## src/rtl/imm_gen_pkg.sv

```systemverilog
// Shared definitions for the ID-stage immediate generator: RV32I/RV64I
// opcodes, immediate format codes and the output-buffer state encoding.
package imm_gen_pkg;

    // Major opcodes (instr[6:0]) that the decoder recognises
    localparam logic [6:0] OPC_LOAD      = 7'b0000011;
    localparam logic [6:0] OPC_MISC_MEM  = 7'b0001111;
    localparam logic [6:0] OPC_OP_IMM    = 7'b0010011;
    localparam logic [6:0] OPC_AUIPC     = 7'b0010111;
    localparam logic [6:0] OPC_OP_IMM_32 = 7'b0011011;
    localparam logic [6:0] OPC_STORE     = 7'b0100011;
    localparam logic [6:0] OPC_OP        = 7'b0110011;
    localparam logic [6:0] OPC_LUI       = 7'b0110111;
    localparam logic [6:0] OPC_OP_32     = 7'b0111011;
    localparam logic [6:0] OPC_BRANCH    = 7'b1100011;
    localparam logic [6:0] OPC_JALR      = 7'b1100111;
    localparam logic [6:0] OPC_JAL       = 7'b1101111;
    localparam logic [6:0] OPC_SYSTEM    = 7'b1110011;

    // Immediate format classification carried on fmt_o
    localparam int unsigned FMT_W = 3;
    localparam logic [FMT_W-1:0] FMT_NONE = 3'd0;
    localparam logic [FMT_W-1:0] FMT_I    = 3'd1;
    localparam logic [FMT_W-1:0] FMT_SH   = 3'd2;
    localparam logic [FMT_W-1:0] FMT_S    = 3'd3;
    localparam logic [FMT_W-1:0] FMT_B    = 3'd4;
    localparam logic [FMT_W-1:0] FMT_U    = 3'd5;
    localparam logic [FMT_W-1:0] FMT_J    = 3'd6;

    // Occupancy of the output register plus skid slot
    typedef enum logic [1:0] {
        EMPTY = 2'd0,
        ONE   = 2'd1,
        TWO   = 2'd2
    } state_e;

    // funct3 values 001 (SLLI) and 101 (SRLI/SRAI) select the shift-amount form
    function automatic logic is_shift(input logic [2:0] funct3);
        return (funct3 == 3'b001) || (funct3 == 3'b101);
    endfunction

endpackage

```

## src/rtl/imm_decode.sv

```systemverilog
// Combinational immediate decoder.
// Ports:
//   instr_i    raw 32-bit instruction
//   imm_o      decoded immediate, sign-extended from instr[31] (shamt zero-extended)
//   fmt_o      format class (FMT_NONE..FMT_J)
//   illegal_o  opcode or encoding not supported at this XLEN
module imm_decode
    import imm_gen_pkg::*;
#(
    parameter int unsigned XLEN = 32
) (
    input  logic [31:0]      instr_i,
    output logic [XLEN-1:0]  imm_o,
    output logic [FMT_W-1:0] fmt_o,
    output logic             illegal_o
);

    logic [6:0]      opcode;
    logic [2:0]      funct3;
    logic            sgn;
    logic [63:0]     imm_i64;
    logic [63:0]     imm_s64;
    logic [63:0]     imm_b64;
    logic [63:0]     imm_u64;
    logic [63:0]     imm_j64;
    logic [XLEN-1:0] shamt5;
    logic [XLEN-1:0] shamt6;

    assign opcode = instr_i[6:0];
    assign funct3 = instr_i[14:12];
    assign sgn    = instr_i[31];

    // Every format is built at 64 bits and truncated, so one set of
    // expressions serves both XLEN values.
    assign imm_i64 = {{52{sgn}}, instr_i[31:20]};
    assign imm_s64 = {{52{sgn}}, instr_i[31:25], instr_i[11:7]};
    assign imm_b64 = {{51{sgn}}, instr_i[31], instr_i[7], instr_i[30:25], instr_i[11:8], 1'b0};
    assign imm_u64 = {{32{sgn}}, instr_i[31:12], 12'b0};
    assign imm_j64 = {{43{sgn}}, instr_i[31], instr_i[19:12], instr_i[20], instr_i[30:21], 1'b0};

    assign shamt5 = XLEN'(instr_i[24:20]);
    assign shamt6 = XLEN'(instr_i[25:20]);

    // Opcode decode
    always_comb begin
        imm_o     = '0;
        fmt_o     = FMT_NONE;
        illegal_o = 1'b0;
        case (opcode)
            OPC_LOAD, OPC_JALR: begin
                fmt_o = FMT_I;
                imm_o = XLEN'(imm_i64);
            end
            OPC_OP_IMM: begin
                if (is_shift(funct3)) begin
                    fmt_o = FMT_SH;
                    if (XLEN == 64) begin
                        imm_o = shamt6;
                    end else begin
                        imm_o     = shamt5;
                        // shamt[5] set is an out-of-range shift on RV32
                        illegal_o = instr_i[25];
                    end
                end else begin
                    fmt_o = FMT_I;
                    imm_o = XLEN'(imm_i64);
                end
            end
            OPC_OP_IMM_32: begin
                if (XLEN == 64) begin
                    if (is_shift(funct3)) begin
                        // word shifts only ever take a 5-bit amount
                        fmt_o = FMT_SH;
                        imm_o = shamt5;
                    end else begin
                        fmt_o = FMT_I;
                        imm_o = XLEN'(imm_i64);
                    end
                end else begin
                    illegal_o = 1'b1;
                end
            end
            OPC_STORE: begin
                fmt_o = FMT_S;
                imm_o = XLEN'(imm_s64);
            end
            OPC_BRANCH: begin
                fmt_o = FMT_B;
                imm_o = XLEN'(imm_b64);
            end
            OPC_LUI, OPC_AUIPC: begin
                fmt_o = FMT_U;
                imm_o = XLEN'(imm_u64);
            end
            OPC_JAL: begin
                fmt_o = FMT_J;
                imm_o = XLEN'(imm_j64);
            end
            OPC_OP, OPC_MISC_MEM, OPC_SYSTEM: begin
                fmt_o = FMT_NONE;
            end
            OPC_OP_32: begin
                illegal_o = (XLEN != 64);
            end
            default: begin
                illegal_o = 1'b1;
            end
        endcase
    end

endmodule

```

## src/rtl/imm_gen_pipe.sv

```systemverilog
// Registered ID-stage immediate generator with pc+imm target adder and
// valid/ready handshakes. SKID=1 adds a second slot so ready_o can be a
// register; SKID=0 uses a single register and a combinational ready_o.
// Ports:
//   clk_i, rst_i        clock, asynchronous active-low reset
//   flush_i             synchronous flush, empties the block
//   valid_i / ready_o   input handshake for instr_i / pc_i
//   valid_o / ready_i   output handshake for imm_o, fmt_o, illegal_o, pc_o, target_o
//   target_o            pc + imm modulo 2^XLEN
module imm_gen_pipe
    import imm_gen_pkg::*;
#(
    parameter int unsigned XLEN = 32,
    parameter int unsigned SKID = 1
) (
    input  logic             clk_i,
    input  logic             rst_i,
    input  logic             flush_i,
    input  logic             valid_i,
    output logic             ready_o,
    input  logic [31:0]      instr_i,
    input  logic [XLEN-1:0]  pc_i,
    output logic             valid_o,
    input  logic             ready_i,
    output logic [XLEN-1:0]  imm_o,
    output logic [FMT_W-1:0] fmt_o,
    output logic             illegal_o,
    output logic [XLEN-1:0]  pc_o,
    output logic [XLEN-1:0]  target_o
);

    // Entry layout: {imm, fmt, illegal, pc, target}
    localparam int unsigned ENTRY_W = 3 * XLEN + FMT_W + 1;

    logic [XLEN-1:0]    dec_imm;
    logic [FMT_W-1:0]   dec_fmt;
    logic               dec_illegal;
    logic [XLEN-1:0]    dec_target;
    logic [ENTRY_W-1:0] in_entry;

    state_e             state_q, state_d;
    logic               valid_q, valid_d;
    logic [ENTRY_W-1:0] out_q, out_d;
    logic [ENTRY_W-1:0] skid_q, skid_d;

    logic               in_xfer;
    logic               out_xfer;

    imm_decode #(
        .XLEN (XLEN)
    ) u_decode (
        .instr_i   (instr_i),
        .imm_o     (dec_imm),
        .fmt_o     (dec_fmt),
        .illegal_o (dec_illegal)
    );

    // Target is computed before the register so the stage adds no output-side logic
    assign dec_target = pc_i + dec_imm;
    assign in_entry   = {dec_imm, dec_fmt, dec_illegal, pc_i, dec_target};

    assign in_xfer  = valid_i & ready_o;
    assign out_xfer = valid_q & ready_i;

    // Occupancy next-state and data steering
    always_comb begin
        state_d = state_q;
        out_d   = out_q;
        skid_d  = skid_q;
        case (state_q)
            EMPTY: begin
                if (in_xfer) begin
                    state_d = ONE;
                    out_d   = in_entry;
                end
            end
            ONE: begin
                if (in_xfer && out_xfer) begin
                    out_d = in_entry;
                end else if (in_xfer) begin
                    state_d = TWO;
                    skid_d  = in_entry;
                end else if (out_xfer) begin
                    state_d = EMPTY;
                end
            end
            TWO: begin
                if (out_xfer) begin
                    state_d = ONE;
                    out_d   = skid_q;
                end
            end
            default: begin
                state_d = EMPTY;
            end
        endcase
        // Flush overrides every other event; stale data may stay in the registers
        if (flush_i) begin
            state_d = EMPTY;
        end
    end

    assign valid_d = (state_d != EMPTY);

    // State and data registers
    always_ff @(posedge clk_i or negedge rst_i) begin
        if (!rst_i) begin
            state_q <= EMPTY;
            valid_q <= 1'b0;
            out_q   <= '0;
            skid_q  <= '0;
        end else begin
            state_q <= state_d;
            valid_q <= valid_d;
            out_q   <= out_d;
            skid_q  <= skid_d;
        end
    end

    // Input ready: registered with the skid slot, otherwise pass-through
    if (SKID != 0) begin : g_skid
        logic ready_q;
        always_ff @(posedge clk_i or negedge rst_i) begin
            if (!rst_i) begin
                ready_q <= 1'b1;
            end else begin
                ready_q <= (state_d != TWO);
            end
        end
        assign ready_o = ready_q;
    end else begin : g_noskid
        // With no skid slot the block can only take data the cycle the output drains
        assign ready_o = ~valid_q | ready_i;
    end

    assign valid_o = valid_q;
    assign {imm_o, fmt_o, illegal_o, pc_o, target_o} = out_q;

endmodule

```

## config.mk

```make
export PLATFORM = sky130hd
export DESIGN_NAME = imm_gen_pipe
export DESIGN_NICKNAME = d
export VERILOG_FILES = /design/src/rtl/imm_gen_pkg.sv /design/src/rtl/imm_decode.sv /design/src/rtl/imm_gen_pipe.sv
export SDC_FILE = /design/constraint.sdc
export NUM_CORES = 1
export LEC_CHECK = 0
export ABC_AREA = 1
export CORE_ASPECT_RATIO = 2
export CORE_UTILIZATION = 53
export CTS_BUF_LIST = sky130_fd_sc_hd__clkbuf_4
export DETAILED_ROUTE_END_ITERATION = 12
export HOLD_SLACK_MARGIN = 0.08
export PLACE_DENSITY = 0.81
export SYNTH_ARGS = -nofsm -noshare
export SYNTH_HDL_FRONTEND = slang
export SYNTH_SLANG_ARGS = --single-unit
export TNS_END_PERCENT = 30
```

## constraint.sdc

```tcl
create_clock -name clk_i -period 4.4 [get_ports clk_i]
set_input_delay 0.66 -clock clk_i [delete_from_list [all_inputs] [get_ports clk_i]]
set_output_delay 0.66 -clock clk_i [all_outputs]
set_load 0.05 [all_outputs]
```

==> results_dict.tcl <==
set metrics [dict create \
    slew_headroom_pct 37.8 \
    irDropWorstVdd_mv 0.281 \
    final_common_cell "nand2_1" \
    tightestPinTransition_ns 0.934 \
    rsz0062_at_grt "no" \
    synth_seq_cells 204 \
    rows 75 \
    overflow 0 \
    ys_seq_area_share_pct 44.8 \
    grt_max_degree 183 \
    synth_fa_ha_area_share_pct 3.58 \
    multi_input_area_mm2 0.00531 \
    leakage_nw 7.01 \
    start_kind "input port" \
    yosys_warnings 0 \
    ys_types 41 \
    syn_nets 1667 \
    cp.arrival_ns 4.51 \
    syn_avg_cell_area_um2 7.28 \
    grt_pass1_wl_mm 56.1 \
    grt_pass1_vias 10791 \
    ctsRootBufferMaster "clkbuf_4" \
    drt-wirelength-per-cell_um 17.7 \
    ctsHoldBuffers 0 \
    ios 171 \
    power_density_mw_per_mm2 450 \
    htree_levels 2 \
    via_per_inst 5.37 \
    layout-drive-gt1-share_pct 8.09 \
    die_x_um 106 \
    nets 1837 \
    min_period_over_period_pct 89.4 \
    outcome "finished, final reports clean" \
    dp_hpwl_mm 26.9 \
    final-max-slew-violation-count 0 \
    cts.sinks 204 \
    finalSetupViolations 0 \
    grtUsageTotal_pct 33.5 \
    synth_top_area_cell "dfrtp_1" \
    reg2regPathDepth 8 \
    cts_tree "built" \
    die_area_mm2 0.0221 \
    synthFlopType "dfrtp_1" \
    synthSimpleGateAreaFrac_pct 25.8 \
    synth_top_area_share_pct 44.6 \
    synth_enable_flop_cells 0 \
    numCtsBuffers 46 \
    antenna_found_initial 1 \
    utilization_pct 66.3 \
    hold_slack_ns 0.123 \
    clk_latency_ns 0.66 \
    ant_nets 0 \
    regArea_mm2 0.00511 \
    synthTopCellsByArea "dfrtp_1 (45%), nand2_1 (18%), o21ai_0 (9.5%), inv_1 (6.1%), a21oi_1 (3.9%)" \
    routed_wl_mm 36.0 \
    min_path_type "input port to asynchronous set/reset pin" \
    period_needed_ns 3.93 \
    drt-initial-drc-count 657 \
    finalHoldViolCount 0 \
    cp-end-kind "flop" \
    clock_path_buffers 3 \
    synth-xor-area-share_pct 0.999 \
    synth_compound_area_share_pct 16.0 \
    cts-resized-gates 0 \
    area_delta_synth_final_pct 22.2 \
    fillCellCount 1881 \
    max_freq_ghz 0.254 \
    path_clk_slew_ns 0.07 \
    start_util_pct 54.2 \
    drc_errors 0 \
    gp_congestion 1.01 \
    post-cts-setup-buffers 0 \
    cap_violations 0 \
    required_ns 4.97 \
    final_cell_mix "nand2_1 (536), o21ai_0 (216), dfrtp_1 (203), inv_1 (184), clkdlybuf4s50_1 (169)" \
    fin_skew_ns 0.0292 \
    core_area_mm2 0.0210 \
    die_h_um 209 \
    tns_ns 0 \
    synthMuxAreaShare_pct 0 \
    numPortBuffers 170 \
    vias 10945 \
    synth_top_family_by_area "simple AND/OR/NAND/NOR gates" \
    syn_area_mm2 0.0114 \
    syn_inst 1566 \
    worst-setup-path-type "input port to flop" \
    first_pass_iters 6 \
    async_reset_ff_share_pct 100 \
    critPathMaxFanout 9 \
]
[per-layer routing]
metal  wire, µm  up-vias  track usage [%]
met5          0        -                0
met4       3340        0             28.1
met3       1570      150             4.38
met2      18800      390             60.1
met1      12200     5061             33.7
li1           -     5344                -
[final timing paths]
kind	from	endpoint	slack, ns
setup / recovery	instr_i[1]	out_q[12]	0.47
hold reg to reg	skid_q[73]	skid_q[73]	0.48
min in group clk_i	skid_q[73]	skid_q[73]	0.48
max in group asynchronous	rst_i	ready_o	3.30
setup reg to reg	state_q[1]	out_q[81]	1.59
hold / removal	rst_i	out_q[81]	0.12
[cell type report]
cell class / count / share of cell area [%]
flip-flops and latches: 204 / 36.7
clock inverters: 10 / 0.287
well taps: 269 / 2.42
diodes: 1 / 0.0180
clock buffers: 69 / 3.72
multi-input cells: 1106 / 38.1
repair buffers: 187 / 13.6
inverters: 191 / 5.16
[power breakdown]
part           internal, W  switching [W]
sequential         0.00235       0.000226
clock             0.000714       0.000737
combinational     0.000710        0.00152
[cells by family after synthesis]
logic type,after synthesis
AND/OR/NAND/NOR,710
AO/OA/AOI/OAI,351
buffers and inverters,256
flip-flops,204
adder cells (fa/ha/maj),32
XOR/XNOR,13
[sequential cells by signal, indices dropped and copies added (netlist names)]
register	count
state_q	2
out_q	100
skid_q	100
valid_o	1
ready_o	1
[through the flow]
stage / instance area [µm²] / instances / total power [W] / setup slack, ns
after floorplan: 11400 / 1566 / 0.00402 / 1.34
after global placement: 13400 / 1957 / 0.00480 / -0.0900
after detailed placement: 13400 / 1957 / 0.00484 / -0.0680
after CTS: 13900 / 2036 / 0.00631 / 0.599
after global routing: 13900 / 2037 / 0.00661 / 0.275
final: 13900 / 2037 / 0.00626 / 0.467
[cell usage after synthesis (8+ instances only)]
library cell and instances:
nand2_1 536, nor2_1 67, a21oi_1 88, clkbuf_1 28, nand2_2 14, inv_1 184
nand3_1 52, nor2_2 9, buf_2 31, nand4_1 8, o21ai_1 23, dfrtp_1 203
xor2_1 8, ha_1 31, o21ai_2 8, o21ai_0 216, nor3_1 8
[critical path, stage by stage]
cell and delay (ns):
clkdlybuf4s50_1 0.50, nand2_4 0.11, nor2_8 0.19, nand3_1 0.24, o22ai_1 0.46, ha_1 0.35, inv_1 0.08, fa_1 0.41
inv_1 0.17, nand3_1 0.10, nand2_1 0.15, nand2_1 0.07, nand2_1 0.16, nand2_1 0.07, nand2_1 0.18, xor2_1 0.39
o21ai_0 0.13, nand2_1 0.08
Power figures use the tool's default switching activity.
